File: config.mk
export PLATFORM = sky130hd
export DESIGN_NAME = apb_master_bridge
export DESIGN_NICKNAME = d
export VERILOG_FILES = /design/src/rtl/apb_pkg.sv /design/src/rtl/apb_timeout_counter.sv /design/src/rtl/apb_master_bridge.sv
export SDC_FILE = /design/constraint.sdc
export NUM_CORES = 1
export LEC_CHECK = 0
export BUFFER_PORTS_ARGS = -buffer_cell sky130_fd_sc_hd__buf_4
export CORE_ASPECT_RATIO = 0.7
export CORE_MARGIN = 1
export CORE_UTILIZATION = 40
export CTS_CLUSTER_DIAMETER = 60
export DETAILED_ROUTE_END_ITERATION = 10
export PLACE_DENSITY = 0.74
export SLEW_MARGIN = 25
export SYNTH_ARGS = -nofsm -noshare
export SYNTH_HDL_FRONTEND = slang
export SYNTH_HIERARCHICAL = 1
export SYNTH_SLANG_ARGS = --single-unit
File: constraint.sdc
create_clock -name PCLK -period 1.4 [get_ports PCLK]
set_input_delay 0.21 -clock PCLK [delete_from_list [all_inputs] [get_ports PCLK]]
set_output_delay 0.21 -clock PCLK [all_outputs]
set_load 0.005 [all_outputs]
File: src/rtl/apb_pkg.sv
// Shared types for the APB master bridge: FSM state encoding, response bundle, alignment constant.
// Latency: n/a (types and constants only).
// Backpressure: n/a.
package apb_pkg;

  // Transfers must be word aligned: the low APB_ALIGN_BITS address bits must be zero.
  localparam int APB_ALIGN_BITS = 2;

  // Width of the read data carried in the response bundle; the bridge DATA_WIDTH must match.
  localparam int APB_DATA_WIDTH = 32;

  typedef enum logic [1:0] {
    IDLE   = 2'd0,
    SETUP  = 2'd1,
    ACCESS = 2'd2,
    RESP   = 2'd3
  } apb_state_e;

  typedef struct packed {
    logic [APB_DATA_WIDTH-1:0] rdata;
    logic                      slverr;
    logic                      timeout;
  } apb_rsp_t;

endpackage

File: src/rtl/apb_timeout_counter.sv
// ACCESS-phase wait counter: clears on clr_i, counts cycles with en_i, flags LIMIT-1 reached.
// Latency: expired_o is combinational from the registered count.
// Backpressure: none; the count holds once expired until cleared.
// Ports: clk_i/rst_i clock and sync active-high reset, clr_i zero the count,
//        en_i count one wait cycle, expired_o count == LIMIT-1.
module apb_timeout_counter #(
  parameter int LIMIT = 256,
  localparam int CW   = $clog2(LIMIT) + 1
) (
  input  logic clk_i,
  input  logic rst_i,
  input  logic clr_i,
  input  logic en_i,
  output logic expired_o
);

  logic [CW-1:0] cnt_q;
  logic [CW-1:0] cnt_d;

  assign expired_o = (cnt_q == CW'(LIMIT - 1));

  always_comb begin
    cnt_d = cnt_q;
    if (clr_i) begin
      cnt_d = '0;
    end else if (en_i && !expired_o) begin
      cnt_d = cnt_q + 1'b1;
    end
  end

  always_ff @(posedge clk_i) begin
    if (rst_i) begin
      cnt_q <= '0;
    end else begin
      cnt_q <= cnt_d;
    end
  end

endmodule

File: src/rtl/apb_master_bridge.sv
// Valid/ready command to APB3 SETUP/ACCESS bridge, one transfer outstanding at a time.
// Latency: accept at N, SETUP N+1, ACCESS N+2, rsp_valid N+3 plus one per PREADY wait state.
// Backpressure: cmd_ready only in IDLE; the response is held until rsp_ready, PREADY stalls ACCESS.
// Ports: PCLK/PRESET clock and sync active-high reset; cmd_* request channel; rsp_* response
//        channel; PSEL/PENABLE/PADDR/PWRITE/PWDATA master side, PREADY/PRDATA/PSLVERR muxed slave.
// Optional: define APB_TIMEOUT_EN to abort ACCESS after TIMEOUT_CYCLES wait cycles.
module apb_master_bridge
  import apb_pkg::*;
#(
  parameter int ADDR_WIDTH     = 32,
  parameter int DATA_WIDTH     = APB_DATA_WIDTH,
  parameter int TIMEOUT_CYCLES = 256
) (
  input  logic                  PCLK,
  input  logic                  PRESET,
  input  logic                  cmd_valid,
  output logic                  cmd_ready,
  input  logic [ADDR_WIDTH-1:0] cmd_addr,
  input  logic                  cmd_write,
  input  logic [DATA_WIDTH-1:0] cmd_wdata,
  output logic                  rsp_valid,
  input  logic                  rsp_ready,
  output logic [DATA_WIDTH-1:0] rsp_rdata,
  output logic                  rsp_slverr,
  output logic                  rsp_timeout,
  output logic                  PSEL,
  output logic                  PENABLE,
  output logic [ADDR_WIDTH-1:0] PADDR,
  output logic                  PWRITE,
  output logic [DATA_WIDTH-1:0] PWDATA,
  input  logic                  PREADY,
  input  logic [DATA_WIDTH-1:0] PRDATA,
  input  logic                  PSLVERR
);

  apb_state_e            state_q, state_d;
  logic [ADDR_WIDTH-1:0] addr_q, addr_d;
  logic                  write_q, write_d;
  logic [DATA_WIDTH-1:0] wdata_q, wdata_d;
  apb_rsp_t              rsp_q, rsp_d;
  logic                  to_expired;

`ifdef APB_TIMEOUT_EN
  // Count restarts while in SETUP so the first ACCESS cycle sees zero.
  apb_timeout_counter #(
    .LIMIT (TIMEOUT_CYCLES)
  ) u_timeout (
    .clk_i     (PCLK),
    .rst_i     (PRESET),
    .clr_i     (state_q == SETUP),
    .en_i      ((state_q == ACCESS) && !PREADY),
    .expired_o (to_expired)
  );
`else
  assign to_expired = 1'b0;
`endif

  // State and datapath registers.
  always_ff @(posedge PCLK) begin
    if (PRESET) begin
      state_q <= IDLE;
      addr_q  <= '0;
      write_q <= 1'b0;
      wdata_q <= '0;
      rsp_q   <= '0;
    end else begin
      state_q <= state_d;
      addr_q  <= addr_d;
      write_q <= write_d;
      wdata_q <= wdata_d;
      rsp_q   <= rsp_d;
    end
  end

  // Next state and datapath capture.
  always_comb begin
    state_d = state_q;
    addr_d  = addr_q;
    write_d = write_q;
    wdata_d = wdata_q;
    rsp_d   = rsp_q;
    unique case (state_q)
      IDLE: begin
        // cmd_ready is high in IDLE, so cmd_valid alone is the handshake.
        if (cmd_valid) begin
          addr_d  = cmd_addr;
          write_d = cmd_write;
          wdata_d = cmd_wdata;
          if (cmd_addr[APB_ALIGN_BITS-1:0] != '0) begin
            // Misaligned: answer with an error without touching the bus.
            rsp_d   = '{rdata: '0, slverr: 1'b1, timeout: 1'b0};
            state_d = RESP;
          end else begin
            state_d = SETUP;
          end
        end
      end
      SETUP: state_d = ACCESS;
      ACCESS: begin
        // A same-cycle PREADY beats the timeout.
        if (PREADY) begin
          rsp_d.slverr  = PSLVERR;
          rsp_d.timeout = 1'b0;
          rsp_d.rdata   = (!write_q && !PSLVERR) ? PRDATA : '0;
          state_d       = RESP;
        end else if (to_expired) begin
          rsp_d   = '{rdata: '0, slverr: 1'b1, timeout: 1'b1};
          state_d = RESP;
        end
      end
      RESP: begin
        if (rsp_ready) begin
          state_d = IDLE;
        end
      end
      default: state_d = IDLE;
    endcase
  end

  // Handshake and APB strobes decoded from the registered state.
  always_comb begin
    cmd_ready = 1'b0;
    rsp_valid = 1'b0;
    PSEL      = 1'b0;
    PENABLE   = 1'b0;
    unique case (state_q)
      IDLE:   cmd_ready = 1'b1;
      SETUP:  PSEL      = 1'b1;
      ACCESS: begin
        PSEL    = 1'b1;
        PENABLE = 1'b1;
      end
      RESP:   rsp_valid = 1'b1;
      default: ;
    endcase
  end

  // Bus fields hold the last command outside SETUP/ACCESS; the demux ignores them without PSEL.
  assign PADDR       = addr_q;
  assign PWRITE      = write_q;
  assign PWDATA      = wdata_q;
  assign rsp_rdata   = rsp_q.rdata;
  assign rsp_slverr  = rsp_q.slverr;
  assign rsp_timeout = rsp_q.timeout;

endmodule

==> results.ini, run 1 <==
[placed_design]
port_buffers = 204
dpl.hpwl_mm = 7.88
gp_congestion = 0.766

[timing]
rsz0062_at_grt = yes
hold_viol = 0
relSlewSlack = 0.633
worst_slack_ns = -0.136
hold_ws_ns = 0.0761
slew_violations = 0
tightest_slew_ns = 0.550
min_period_ns = 1.54
clock.fmax_mhz = 651
fin_crit_sh = 1.10
setup_viol = 85
finClkSkew_ns = 0.00450

[clock_tree]
cts_tree = yes
htreeDepth = 3
insertion_delay_ns = 0.34
clock-root-buffer = clkbuf_16
clockBufferDepth = 2
path_clk_slew_ns = 0.07
ctsHoldBuffers = 0
cts.sinks = 100
cts_made_buffers = 9

[hold_path]
hold_class = input pin to flip-flop

[run]
maxCapViolCount = 0

[detailed_routing]
drt_iter0_drc = 156
detail_route.wl_per_cell_um = 17.5
wl_mm = 14.2
vias_per_cell = 5.03
dr.pass1.iters = 4
vias = 4071
ant_nets = 0
drc = 0

[worst_setup_path]
worstSetupPathType = flip-flop to flip-flop
endpoint_kind = flip-flop
cp.required_ns = 1.67
crit_fanout = 9
startpoint_type = flip-flop
arrival_ns = 1.81

[pwr]
ir_drop_mv = 1.19
p_per_area_mw_per_mm2 = 1650
p_clk_frac = 0.207
power_mw = 12.0
p_seq_frac = 0.298
comb_power_share = 0.495
p_sw_mw = 4.18
leakagePower_nw = 3.30
p_int_mw = 7.86
p_sw_frac = 0.347

[yosys]
ys_seq_elements = 100
syn_nets = 562
avgSynthCellArea_um2 = 8.41
yosysSeqAreaShare = 0.523
netlist_area_mm2 = 0.00383
synth_cells = 455
synth_cell_types = 27
yosysWarnings = 6

[floorplanning]
dieArea_mm2 = 0.00997
start_util = 0.417
num_rows = 29
ios = 206
die_w_um = 119
die_y_um = 83.8
coreArea_mm2 = 0.00918

[global_route]
grt_pass1_wl_mm = 18.6
grt-ovfl-total = 0
grt_pass1_vias = 3636
grtUsageTotal = 0.238
grt_max_degree = 41
antenna_found_initial = 0

[finish]
fillers = 601
final_nets = 787
syn_to_final_growth_pct = 90.7
layout-drive-gt1-share = 0.632
num_antenna_cells = 0
finish.utilization = 0.795

[status]
violations = setup timing
outcome = finished, violations left

==> metal layers <==
layer | global-route usage | share of wire | vias up
met3 | 0.0574 | 0.042 | 17
met2 | 0.418 | 0.52 | 131
li1 | - | - | 1946
met5 | 0 | 0 | -
met1 | 0.293 | 0.42 | 1977
met4 | 0.0621 | 0.016 | 0
==> kinds of logic (layout without fill, tap and decap cells) <==
kind of cell	after synthesis	count (layout)	share of synthesized area
compound gates	99	99	0.143
fa+ha+maj	4	4	0.0131
buf+inv	40	269	0.0536
flops	100	100	0.523
mux	2	2	0.00523
other cells	1	1	0.000980
simple gates	209	210	0.262
==> final timing paths <==
path | slack (ns) | endpoint | startpoint | cells after the start
worst max-delay path | -0.14 | rsp_rdata[8] | state_q[1] | 8
worst min-delay path | 0.08 | rsp_rdata[15] | PRDATA[15] | 3
worst max register to register | -0.14 | rsp_rdata[8] | state_q[1] | 8
worst min register to register | 0.46 | PWDATA[10] | PWDATA[10] | 2
==> synth_stat cells, drive strengths merged <==
library cell	number	area, um2
clkbuf	11	41.3
buf	25	149
a21oi	65	325
ha	4	50.1
nand2b	32	200
inv	4	15.0
nand2	131	492
nand3	32	210
a211oi	1	7.51
nor2b	1	6.26
and2	1	6.26
o21ai	32	198
nor3b	1	12.5
nor2	6	22.5
a221oi	1	15.0
conb	1	3.75
nand3b	1	7.51
mux2i	2	20.0
dfxtp	100	2000
nor3	3	20.0
nor4b	1	23.8
==> worst max-delay path, stage by stage (launching register included) <==
cell	delay (ns)
dfxtp_4	0.38
inv_4	0.04
ha_4	0.16
nor3b_4	0.16
nor3_4	0.21
buf_12	0.17
buf_12	0.13
nand3_1	0.09
o21ai_1	0.11
==> sequential cells by signal (all words and copies together) (netlist names) <==
register	count
rsp_slverr	1
PADDR	32
PWRITE	1
rsp_rdata	32
PWDATA	32
state_q	2
==> cell usage in the layout, fill, tap and decap left out, types with 2 or more instances in the layout <==
| cell type | instances |
|---|---|
| buf_4 | 212 |
| dfxtp_1 | 98 |
| nand2_1 | 62 |
| a21oi_2 | 62 |
| nand2_4 | 60 |
| nand2b_1 | 32 |
| nand3_1 | 22 |
| clkbuf_16 | 22 |
| o21ai_1 | 21 |
| o21ai_2 | 11 |
| nand3_2 | 10 |
| buf_12 | 10 |
| nand2_2 | 8 |
| buf_6 | 7 |
| nor2_1 | 6 |
| buf_16 | 6 |
| a21oi_1 | 3 |
| ha_4 | 3 |
| inv_4 | 2 |
| nand2_8 | 2 |
| inv_1 | 2 |
| nor3_1 | 2 |
| clkinv_2 | 2 |
| clkinvlp_4 | 2 |
==> power by group through the flow <==
stage	sequential, mW	combinational, mW	clock, mW
after floorplan	3.63	1.79	0
after global placement	3.58	3.21	0
after detailed placement	3.61	3.27	0
after CTS	3.56	4.16	2.52
after global routing	3.63	6.26	2.64
final	3.58	5.96	2.49
==> per-stage QoR <==
stage	std cells	setup TNS (ns)	worst slack (ns)	instance area, um2
floorplan	455	-0.0751	-0.00792	3880
global placement	765	-1.76	-0.0655	5590
detailed placement	765	-6.27	-0.167	5590
CTS	790	-3.09	-0.125	6190
global route	809	-8.43	-0.192	7300
finish	809	-4.08	-0.136	7300
==> cell type report <==
| class | count | area, um2 | area share |
|---|---|---|---|
| sequential | 100 | 2010 | 0.275 |
| clock buffer | 10 | 229 | 0.0314 |
| timing repair buffer | 249 | 2380 | 0.326 |
| clock inverter | 6 | 63.8 | 0.00874 |
| tap | 124 | 155 | 0.0213 |
| multi-input combinational | 316 | 2450 | 0.335 |
| inverter | 4 | 20.0 | 0.00274 |
==> timing repair <==
item / CTS / global route
cloned: 6 / 16
pin swaps: 9 / 101
gates resized for setup: 27 / 193
buffers inserted: 3 / 3
endpoints found under the setup margin: 102 / 103
(Power assumes the default switching activity.)
==> inputs of run 2 (changes only) <==
--- a/config.mk
+++ b/config.mk
@@ -11,6 +11,7 @@
 export CORE_UTILIZATION = 40
 export CTS_CLUSTER_DIAMETER = 60
 export DETAILED_ROUTE_END_ITERATION = 10
+export MAX_ROUTING_LAYER = met4
 export PLACE_DENSITY = 0.74
 export SLEW_MARGIN = 25
 export SYNTH_ARGS = -nofsm -noshare
==> run 2 against run 1 <==
The run still ends with setup timing left. Register-to-register slack about the same. Sequential cell count stayed put. Die area unchanged. Clock skew is essentially flat. Total power is 1.3% higher. Sequential power is essentially flat. Core utilization up 0.68 points. Global-route usage is 0.73 points higher. Maximum frequency increased by 0.32%. Clock-buffer cell count stayed put. Clock power hardly changed. Via count increased by 1.2%. Critical endpoint unchanged. Largest power group unchanged. Highest routed layer unchanged.
==> results.ini, run 2 (synthesis results as in run 1) <==
[detailed_routing]
dr.pass1.iters = 4
vias = 4121
detail_route.wl_per_cell_um = 18.1
drc = 0
vias_per_cell = 5.09
m1WireLength_mm = 6.07
wl_mm = 14.7
top_layer_used = met4
drt_iter0_drc = 179
ant_nets = 0
wl_met2_mm = 7.70
wl_met3_um = 724

[finish]
final_nets = 788
layout-drive-gt1-share = 0.649
num_antenna_cells = 0
finish.utilization = 0.802
mostFrequentLayoutCell = buf_4
final_cell_mix = buf_4, dfxtp_1, a21oi_2
syn_to_final_growth_pct = 92.3

[placed_design]
dpl.hpwl_mm = 7.88
gp_congestion = 0.776
port_buffers = 204

[floorplanning]
num_rows = 29
die_y_um = 83.8
ios = 206
start_util = 0.417
die_w_um = 119
dieArea_mm2 = 0.00997
coreArea_mm2 = 0.00918

[pwr]
p_per_area_mw_per_mm2 = 1660
leakagePower_nw = 3.32
ir_drop_mv = 1.33
power_mw = 12.2

[timing]
finClkSkew_ns = 0.00441
slew_violations = 0
relSlewSlack = 0.636
rsz0062_at_grt = yes
fin_crit_sh = 1.09
min_period_ns = 1.53
tightest_slew_ns = 0.546
hold_viol = 0
worst_slack_ns = -0.132
setup_viol = 90
clock.fmax_mhz = 653

[worst_setup_path]
cpLargestDelayFamily = simple AND/OR/NAND/NOR gates
crit_top_cell = buf_12
endpoint_kind = flip-flop
startpoint_type = flip-flop
worstSetupPathType = flip-flop to flip-flop
critPathMaxStageDelay_ns = 0.38
cp_slowest_cell = dfxtp_4
crit_fanout = 9
crit_cells = 8
crit_buf_inv = 3
r2r.worst_path.cells = 8
cp.required_ns = 1.67
arrival_ns = 1.80
crit_path_cell_trace = inv_4, ha_4, nor3b_4, nor3_4, buf_12, buf_12, nand3_1, o21ai_1

[status]
violations = setup timing
outcome = finished, violations left

[hold_path]
holdPathStages = 3
hold_class = input pin to flip-flop

[global_route]
grt_max_degree = 41
grtUsageTotal = 0.246
grt_pass1_wl_mm = 18.7
grt-ovfl-total = 0
grt_pass1_vias = 3640
antenna_found_initial = 0

[clock_tree]
cts_tree = yes
clock-root-buffer = clkbuf_16
clockBufferDepth = 2
htreeDepth = 3
insertion_delay_ns = 0.35
cts.sinks = 100
path_clk_slew_ns = 0.07
cts_made_buffers = 9

[run]
maxCapViolCount = 0

## run 2: final timing paths
kind / startpoint / endpoint / slack (ns)
worst max-delay path: state_q[1] / rsp_rdata[8] / -0.13
worst max register to register: state_q[1] / rsp_rdata[8] / -0.13
worst min-delay path: PRDATA[15] / rsp_rdata[15] / 0.07
worst min register to register: PADDR[1] / PADDR[1] / 0.46
## run 2: per-layer routing
metal,global-route usage,vias to the layer above
met5,-,-
met4,0.0621,0
met3,0.0492,15
met2,0.418,136
met1,0.299,2024
li1,-,1946
## run 2: layout make-up
type / instances / area (um2)
Clock buffer: 10 / 229
Multi-Input combinational cell: 316 / 2480
Fill cell: 579 / 1820
Timing Repair Buffer: 250 / 2400
Inverter: 4 / 20.0
Tap cell: 124 / 155
Sequential cell: 100 / 2010
Clock inverter: 6 / 63.8
## run 2: report_power, final
group	leakage [nW]	switching, mW	internal, mW
Sequential	0.816	0.301	3.30
Clock	0.139	1.10	1.39
Combinational	2.36	2.86	3.24
## run 2: what timing repair did
| item | CTS | global route |
|---|---|---|
| hold buffers | 0 | 0 |
| pin swaps | 9 | 113 |
| cloned | 6 | 17 |
| gates resized for setup | 27 | 206 |
| endpoints found under the setup margin | 102 | 103 |
| setup buffers | 3 | 3 |
## run 2: per-stage QoR
step	cells	worst slack (ns)	area (um2)	TNS (ns)	hold WS (ns)
floorplan	455	-0.00792	3880	-0.0751	0.331
global placement	765	-0.0655	5590	-1.76	0.420
detailed placement	765	-0.167	5590	-6.27	0.426
CTS	790	-0.125	6190	-3.09	0.0661
global route	810	-0.195	7360	-9.04	0.0701
finish	810	-0.132	7360	-4.76	0.0705
## run 2: worst min-delay path: stages
cell     delay (ns)
buf_4          0.08
nand3_2        0.05
o21ai_2        0.05
==> inputs of run 3 (changes only) <==
--- a/config.mk
+++ b/config.mk
@@ -8,11 +8,12 @@
 export BUFFER_PORTS_ARGS = -buffer_cell sky130_fd_sc_hd__buf_4
 export CORE_ASPECT_RATIO = 0.7
 export CORE_MARGIN = 1
-export CORE_UTILIZATION = 40
+export CORE_UTILIZATION = 42
+export CTS_BUF_LIST = sky130_fd_sc_hd__clkbuf_8
 export CTS_CLUSTER_DIAMETER = 60
 export DETAILED_ROUTE_END_ITERATION = 10
 export MAX_ROUTING_LAYER = met4
-export PLACE_DENSITY = 0.74
+export PLACE_DENSITY = 0.77
 export SLEW_MARGIN = 25
 export SYNTH_ARGS = -nofsm -noshare
 export SYNTH_HDL_FRONTEND = slang
==> run 3 against run 2 <==
The flow still finishes with violations (setup timing). Die area is 4.7% lower. Worst setup slack worse by 0.078 ns. Total power is 2.9% higher. Register-to-register slack worse by 0.08 ns. Core utilization is 5.3 points higher. Cell area is 0.44% higher. Clock skew is 0.0055 ns higher. Wire length is 6.5% higher. Critical path type unchanged. Largest cell class unchanged.
==> results.ini, run 3 (synthesis results as in run 1) <==
[global_route]
grtUsageTotal = 0.244
grt_pass1_wl_mm = 17.2
grt_max_degree = 101
antenna_found_initial = 0
grt-ovfl-total = 0
grt_pass1_vias = 3591

[clock_tree]
htreeDepth = 3
cts_tree = yes
ctsHoldBuffers = 0
cts.sinks = 100
path_clk_slew_ns = 0.10
clock-root-buffer = clkbuf_8
insertion_delay_ns = 0.37
cts_made_buffers = 9
clockBufferDepth = 2

[pwr]
leakagePower_nw = 3.34
ir_drop_mv = 1.52
p_per_area_mw_per_mm2 = 1700
p_seq_frac = 0.290
p_clk_frac = 0.183
p_sw_frac = 0.359
comb_power_share = 0.527
p_sw_mw = 4.50
p_int_mw = 8.04

[finish]
num_antenna_cells = 0
final_cell_mix = buf_4, dfxtp_1, nand2_4
layout-drive-gt1-share = 0.651
syn_to_final_growth_pct = 93.1
mostFrequentLayoutCell = buf_4
final_nets = 796
fillers = 450
final_area_mm2 = 0.00739

[floorplanning]
coreArea_mm2 = 0.00865
dieArea_mm2 = 0.00951
die_y_um = 81.9
start_util = 0.442
ios = 206
die_w_um = 116
num_rows = 28

[timing]
clock.fmax_mhz = 621
worst_slack_ns = -0.210
fin_crit_sh = 1.15
rsz0062_at_grt = yes
hold_viol = 0
tightest_slew_ns = 0.539
slew_violations = 0
setup_viol = 103
min_period_ns = 1.61
relSlewSlack = 0.641
finClkSkew_ns = 0.00991

[detailed_routing]
vias = 4235
wl_mm = 15.6
drt_iter0_drc = 216
detail_route.wl_per_cell_um = 19.2
dr.pass1.iters = 4
drc = 0
vias_per_cell = 5.20
ant_nets = 0

[worst_setup_path]
worstSetupPathType = flip-flop to flip-flop
rr_startpoint = state_q[0]
crit_fanout = 8
crit_path_cell_trace = inv_4, ha_4, buf_4, buf_6, and2_4, buf_12, clkbuf_16, nand2_4, a21oi_2
crit_buf_inv = 5
critPathMaxStageDelay_ns = 0.35
arrival_ns = 1.91
reg2reg_to = PWDATA[11]
cpLargestDelayFamily = buffers and inverters
r2r_slack_ns = -0.21
cp_slowest_cell = dfxtp_2
endpoint_kind = flip-flop
cp.required_ns = 1.70
startpoint_type = flip-flop
r2r.worst_path.cells = 9

[hold_path]
min_from = PRDATA[21]
hold_class = input pin to flip-flop
holdPathStages = 3
worstHoldEndpoint = rsp_rdata[21]

[status]
violations = setup timing
outcome = finished, violations left

[placed_design]
gp_congestion = 0.871
port_buffers = 204
dpl.hpwl_mm = 7.89
placed_area_mm2 = 0.00556
dp_slack_ns = -0.159

[run]
maxCapViolCount = 0

[run 3: cell types whose count changed in the layout (fill, tap and decap cells not counted), sizes merged]
| cell | previous run | this run |
|---|---|---|
| buf | 236 | 244 |
| bufinv | 1 | 3 |
| clkbuf | 24 | 22 |
| clkinv | 2 | 1 |
| clkinvlp | 2 | 1 |
| inv | 5 | 6 |
| nand2 | 132 | 133 |
[run 3: metal layers]
layer / global-route usage / routed length (um) / vias to the layer above / part of all wire
met5: - / 0 / - / 0
met4: 0.0923 / 479 / 0 / 0.031
met3: 0.0649 / 966 / 43 / 0.062
met2: 0.405 / 7850 / 189 / 0.50
met1: 0.284 / 6330 / 2032 / 0.41
li1: - / - / 1971 / -
[run 3: worst min-delay path, stage by stage]
cell and delay (ns):
buf_4 0.08, nand3_2 0.05, o21ai_2 0.05
[run 3: how the worst max path moves through the flow]
stage / slack (ns) / cells after the start / startpoint / end
4_1_cts: -0.14 / 8 / state_q[1] / rsp_rdata[17]
3_3_place_gp: -0.06 / 7 / state_q[1] / rsp_rdata[4]
3_5_place_dp: -0.16 / 7 / state_q[1] / rsp_rdata[2]
2_1_floorplan: -0.008 / 8 / state_q[1] / rsp_rdata[13]
5_1_grt: -0.25 / 9 / state_q[0] / PWDATA[11]
6_report: -0.21 / 9 / state_q[0] / PWDATA[11]
[run 3: power by group through the flow]
stage | clock network (mW) | registers, mW | logic (mW)
CTS | 2.29 | 3.56 | 4.16
finish | 2.30 | 3.64 | 6.61
global route | 2.43 | 3.68 | 6.90
floorplan | 0 | 3.63 | 1.79
detailed placement | 0 | 3.61 | 3.23
global placement | 0 | 3.58 | 3.13
[run 3: cell type report]
class	instances	area, um2	share of cell area
well taps	120	150	0.0203
repair buffers	257	2470	0.335
inverters	4	20.0	0.00271
flip-flops and latches	100	2010	0.271
clock buffers	9	124	0.0168
clock inverters	7	123	0.0166
multi-input cells	317	2490	0.338
[run 3: repair_timing]
item	4_1_cts	5_1_grt
pin swaps	6	84
buffers inserted	5	8
cloned	5	19
resized for setup	22	229
endpoints found under the setup margin	95	102
[run 3: metrics by stage]
stage | utilization | power [mW] | TNS [ns] | hold WS [ns] | instances
after CTS | 0.700 | 10.0 | -3.74 | 0.0322 | 787
after global placement | 0.643 | 6.72 | -1.10 | 0.419 | 761
after floorplan | - | 5.42 | -0.0751 | 0.331 | 455
after global routing | 0.854 | 13.0 | -18.01 | 0.0294 | 814
after detailed placement | 0.643 | 6.84 | -4.84 | 0.428 | 761
final | 0.854 | 12.5 | -12.97 | 0.0442 | 814
